===== src/rtl/debounce_multi_if.sv =====
// Signal bundle for the multi-channel debouncer: raw pad inputs in, filtered levels and event pulses out.
interface debounce_multi_if #(
    parameter int WIDTH = 8
);
    logic [WIDTH-1:0] in;
    logic [WIDTH-1:0] out;
    logic [WIDTH-1:0] rise;
    logic [WIDTH-1:0] fall;
    logic [WIDTH-1:0] long;
    logic             any_change;

    modport master (output in, input out, rise, fall, long, any_change);
    modport slave  (input in, output out, rise, fall, long, any_change);
endinterface


===== src/rtl/debounce_multi.sv =====
// Multi-channel debouncer: 2-flop synchroniser, then stable-window (MODE 0) or lockout (MODE 1) filter.
// Define DEBOUNCE_MULTI_LONGPRESS_EN to build per-channel long-press detection on bus.long.
module debounce_multi #(
    parameter int               WIDTH     = 8,
    parameter int               DELAY_CNT = 128,
    parameter int               MODE      = 0,
    parameter logic [WIDTH-1:0] INIT      = '0,
    parameter int               LONG_CNT  = 1000000
) (
    input logic             clk,
    input logic             resetn,
    debounce_multi_if.slave bus
);
    localparam int            CW   = (DELAY_CNT > 1) ? $clog2(DELAY_CNT) : 1;
    localparam logic [CW-1:0] LAST = CW'(DELAY_CNT - 1);

    logic [WIDTH-1:0] s1;
    logic [WIDTH-1:0] s2;
    logic [WIDTH-1:0] out_q;
    logic [WIDTH-1:0] rise_q;
    logic [WIDTH-1:0] fall_q;
    logic [WIDTH-1:0] acc;
    logic             any_q;
    logic [CW-1:0]    cnt     [WIDTH];
    logic [CW-1:0]    cnt_nxt [WIDTH];

    // acc[i] marks a channel whose synchronised input is accepted this cycle
    always_comb begin
        acc = '0;
        for (int unsigned i = 0; i < WIDTH; i++) begin
            cnt_nxt[i] = cnt[i];
            if (MODE == 0) begin
                if (s2[i] == out_q[i]) begin
                    cnt_nxt[i] = '0;
                end else if (cnt[i] == LAST) begin
                    acc[i]     = 1'b1;
                    cnt_nxt[i] = '0;
                end else begin
                    cnt_nxt[i] = cnt[i] + 1'b1;
                end
            end else begin
                if (cnt[i] != '0) begin
                    cnt_nxt[i] = cnt[i] - 1'b1;
                end else if (s2[i] != out_q[i]) begin
                    acc[i]     = 1'b1;
                    cnt_nxt[i] = LAST;
                end
            end
        end
    end

    always_ff @(posedge clk or negedge resetn) begin
        if (!resetn) begin
            s1     <= INIT;
            s2     <= INIT;
            out_q  <= INIT;
            rise_q <= '0;
            fall_q <= '0;
            any_q  <= 1'b0;
            for (int unsigned i = 0; i < WIDTH; i++) begin
                cnt[i] <= '0;
            end
        end else begin
            s1     <= bus.in;
            s2     <= s1;
            out_q  <= out_q ^ acc;
            rise_q <= acc & s2;
            fall_q <= acc & ~s2;
            any_q  <= |acc;
            for (int unsigned i = 0; i < WIDTH; i++) begin
                cnt[i] <= cnt_nxt[i];
            end
        end
    end

    assign bus.out        = out_q;
    assign bus.rise       = rise_q;
    assign bus.fall       = fall_q;
    assign bus.any_change = any_q;

`ifdef DEBOUNCE_MULTI_LONGPRESS_EN
    localparam int            HW    = $clog2(LONG_CNT);
    localparam logic [HW-1:0] HLAST = HW'(LONG_CNT - 1);

    logic [HW-1:0]    hold [WIDTH];
    logic [WIDTH-1:0] fired;
    logic [WIDTH-1:0] long_q;

    // Any accepted edge re-arms; after firing, 'fired' holds the channel saturated until the next edge
    always_ff @(posedge clk or negedge resetn) begin
        if (!resetn) begin
            fired  <= '0;
            long_q <= '0;
            for (int unsigned i = 0; i < WIDTH; i++) begin
                hold[i] <= '0;
            end
        end else begin
            long_q <= '0;
            for (int unsigned i = 0; i < WIDTH; i++) begin
                if (acc[i]) begin
                    hold[i]  <= '0;
                    fired[i] <= 1'b0;
                end else if (out_q[i] && !fired[i]) begin
                    if (hold[i] == HLAST) begin
                        long_q[i] <= 1'b1;
                        fired[i]  <= 1'b1;
                    end else begin
                        hold[i] <= hold[i] + 1'b1;
                    end
                end
            end
        end
    end

    assign bus.long = long_q;
`else
    logic unused_long_cfg;
    assign unused_long_cfg = (LONG_CNT >= 2);
    assign bus.long        = '0;
`endif
endmodule


===== src/flat_wrapper.sv =====
// flat-port wrapper written by rule: the top's interface ports become plain ports
module debounce_multi_flat 
#(
    parameter int               WIDTH     = 8,
    parameter int               DELAY_CNT = 128,
    parameter int               MODE      = 0,
    parameter logic [WIDTH-1:0] INIT      = '0,
    parameter int               LONG_CNT  = 1000000
)
  (clk, resetn, bus_in, bus_out, bus_rise, bus_fall, bus_long, bus_any_change);
  debounce_multi_if #(.WIDTH(WIDTH)) bus_i ();
  input logic clk;
  input logic resetn;
  input wire logic [$bits(bus_i.in)-1:0] bus_in;
  output wire logic [$bits(bus_i.out)-1:0] bus_out;
  output wire logic [$bits(bus_i.rise)-1:0] bus_rise;
  output wire logic [$bits(bus_i.fall)-1:0] bus_fall;
  output wire logic [$bits(bus_i.long)-1:0] bus_long;
  output wire logic [$bits(bus_i.any_change)-1:0] bus_any_change;
  assign bus_i.in = bus_in;
  assign bus_out = bus_i.out;
  assign bus_rise = bus_i.rise;
  assign bus_fall = bus_i.fall;
  assign bus_long = bus_i.long;
  assign bus_any_change = bus_i.any_change;
  debounce_multi #(.WIDTH(WIDTH), .DELAY_CNT(DELAY_CNT), .MODE(MODE), .INIT(INIT), .LONG_CNT(LONG_CNT)) u_core (.clk(clk), .resetn(resetn), .bus(bus_i));
endmodule

===== config.mk =====
export PLATFORM = sky130hd
export DESIGN_NAME = debounce_multi_flat
export DESIGN_NICKNAME = d
export VERILOG_FILES = /design/src/rtl/debounce_multi_if.sv /design/src/rtl/debounce_multi.sv /design/src/flat_wrapper.sv
export SDC_FILE = /design/constraint.sdc
export NUM_CORES = 1
export LEC_CHECK = 0
export BUFFER_PORTS_ARGS = -buffer_cell sky130_fd_sc_hd__buf_2
export CORE_ASPECT_RATIO = 1.1
export CORE_MARGIN = 2
export CORE_UTILIZATION = 58
export CTS_CLUSTER_SIZE = 16
export DETAILED_ROUTE_END_ITERATION = 8
export PLACE_DENSITY = 0.79
export SLEW_MARGIN = 20
export SYNTH_ARGS = -nofsm -noshare
export SYNTH_HDL_FRONTEND = slang
export SYNTH_SLANG_ARGS = --single-unit

===== constraint.sdc =====
create_clock -name clk -period 1.9 [get_ports clk]
set_input_delay 0.19 -clock clk [delete_from_list [all_inputs] [get_ports clk]]
set_output_delay 0.19 -clock clk [all_outputs]
set_load 0.05 [all_outputs]

==> flow_summary.toml <==
[outcome]
status = "complete, no violations"

[sta]
setup_tns_ns = 0
skew_ns = 0.00928
max_freq_mhz = 589
setup_violations = 0
period_needed_ns = 1.70
timing.final.crit_share_pct = 89.3
hold_slack_ns = 0.299
grt_setup_unrepaired = "false"
slew_violations = 0
hold_viol = 0

[cts]
root_buffer = "clkbuf_8"
clock-sinks = 97
cts_tree = "done"
cts.htree.levels = 3
clkTransAtPathRegs_ns = 0.08
cts_made_buffers = 9
ctsResizeCount = 0
post_cts_buffers = 0
clk_latency_ns = 0.35
clockBufferDepth = 2
cts_hold_buf = 9

[global_routing]
grt_pass1_vias = 2417
overflow = 0
grt_usage_pct = 18.8
grt_pass1_wl_microns = 10800
antenna_found_initial = 0
grt_start_max_net_pins = 48

[detailed_routing]
vias_per_cell = 5.06
avgRoutedWirePerCell_microns = 12.8
dr.pass1.iters = 4
wirelength_microns = 5930
dr_total_vias = 2341
drcViolationCount = 0
ant_nets = 0
drtIter0Drc = 109

[floorplan]
core_sq_um = 6590
ios = 43
rows = 31
die_area_sq_um = 7480
fp.dieW_microns = 82.6
start_util_pct = 59.8
die_h_microns = 90.5

[pwr]
pwr-share-comb_pct = 5.9
power_density_nw_per_um2 = 812
peakVddDrop_mv = 0.449
leakage_uw = 0.00228
pwr-share-clk_pct = 35.1
p_sw_uw = 830
p_int_uw = 2850
swShare_pct = 22.6
pwr-share-seq_pct = 59.0

[setup_path]
crit_path_end_kind = "flip-flop"
cp.required_ns = 2.13
critical_path_arrival_ns = 1.92
crit_fanout = 5
crit_type = "reg -> reg"
startpoint_type = "flip-flop"

[logic_synthesis]
syn_area_sq_um = 3950
yosys_warnings = 0
synth_cell_types = 26
ys_seq_elements = 97
synth_cells = 316
avgSynthCellArea_sq_um = 12.5
ys_seq_area_share_pct = 61.5

[layout]
syn_to_final_growth_pct = 14.8
final_layout_size_suffix_gt1_share_pct = 19.7
fill_cells = 491
seqCellArea_sq_um = 2430
nets = 394
n_antenna_cell = 0
multi_input_area_sq_um = 1460

[place]
dpl.hpwl_microns = 4110
io_buffer_count = 34
place.gp.congestion = 0.800

[min_path]
hold_path_class = "in -> async"

[job]
drv_cap = 0
==> worst paths after layout <==
path / slack (ns) / startpoint / depth (start not counted) / to
setup / recovery: 0.20 / u_core.cnt[7] / 5 / u_core.bus.any_change
hold / removal: 0.30 / resetn / 2 / u_core.cnt[25]
setup reg to reg: 0.20 / u_core.cnt[7] / 5 / u_core.bus.any_change
hold reg to reg: 0.35 / u_core.s1[7] / 0 / u_core.s2[7]
max in group asynchronous: 0.97 / resetn / 3 / u_core.cnt[14]
min in group clk: 0.35 / u_core.s1[7] / 0 / u_core.s2[7]
==> state kept, by name, summed over array words and instances (netlist names), named ones only <==
register,flops
u_core.s1,8
u_core.bus.fall,8
u_core.s2,8
u_core.bus.any_change,1
u_core.bus.rise,8
u_core.cnt,56
==> layout by cell type, fill, tap and decap left out, types with 3 or more instances in the layout <==
| master | count |
|---|---|
| clkbuf_1 | 3 |
| xnor2_1 | 23 |
| ha_1 | 8 |
| nand3_1 | 22 |
| clkbuf_8 | 10 |
| buf_4 | 7 |
| nand4_2 | 5 |
| conb_1 | 8 |
| nand2_1 | 15 |
| inv_1 | 6 |
| xnor2_2 | 3 |
| nor3b_1 | 16 |
| xor2_1 | 21 |
| o22ai_1 | 4 |
| and3_1 | 13 |
| dlygate4sd3_1 | 9 |
| dfrtp_1 | 97 |
| mux2_2 | 7 |
| nor3_1 | 6 |
| buf_2 | 33 |
| nor2_1 | 49 |
==> through the flow <==
stage               std cells  worst slack, ns  total power (uW)  utilization (%)  cell area (sq um)
floorplan                 323            0.231              2340                -               3970
global placement          438            0.251              2410             64.5               4250
detailed placement        438            0.209              2420             64.5               4250
finish                    463            0.203              3680             68.7               4530
CTS                       463            0.191              3730             68.7               4530
global route              463           0.0949              3850             68.7               4530
==> routing by layer <==
layer  GRT usage [%]  routed length, microns
met1            26.4                    2760
met2            28.2                    2840
met3            6.00                     281
met4            5.74                      46
met5               0                       0
==> synthesized netlist by cell type <==
cell type	instances	area share [%]
nor3b_1	16	3.0
nand4_1	1	0.16
and2_1	2	0.32
and2b_2	1	0.22
o22ai_1	4	0.63
ha_1	8	2.5
or4_1	1	0.19
nand4_4	1	0.54
conb_1	1	0.095
mux2_2	7	2.0
inv_1	6	0.57
nand4_2	5	1.6
xnor2_4	2	1.4
nand3_1	22	2.8
buf_4	8	1.5
dfrtp_1	97	62
xnor2_2	3	1.2
and3_1	13	2.1
and4_1	1	0.22
nor3_1	6	0.76
xor2_1	21	4.7
nor2_1	49	4.7
nand2_1	15	1.4
nor2b_1	1	0.16
and3_4	2	0.57
xnor2_1	23	5.1
==> area by class of cell <==
type,instances,area share (%)
multi-input cells,212,32.3
clock inverters,3,0.884
repair buffers,50,7.24
flip-flops and latches,97,53.6
inverters,6,0.497
clock buffers,13,3.29
well taps,82,2.26
==> power by group through the flow <==
stage / combinational (uW) / clock [uW] / sequential [uW]
floorplan: 139 / 0 / 2200
global placement: 202 / 0 / 2210
detailed placement: 208 / 0 / 2210
CTS: 223 / 1330 / 2170
global route: 250 / 1420 / 2180
finish: 218 / 1290 / 2170
==> worst max-delay path, stage by stage, from the launching register on <==
cell and delay (ns):
dfrtp_1 0.40, ha_1 0.22, and3_1 0.22, nand4_2 0.16, o22ai_1 0.11, or4_1 0.46
==> kinds of logic (layout without fill, tap and decap cells) <==
group / after synthesis / in the layout / synth area share, %
compound gates: 4 / 4 / 0.634
xor+xnor: 49 / 49 / 12.4
fa+ha+maj: 8 / 8 / 2.54
buf+inv: 14 / 72 / 2.09
flops: 97 / 97 / 61.5
mux: 7 / 7 / 2.00
other cells: 1 / 8 / 0.0951
simple gates: 136 / 136 / 18.7
Power figures use the tool's default switching activity.
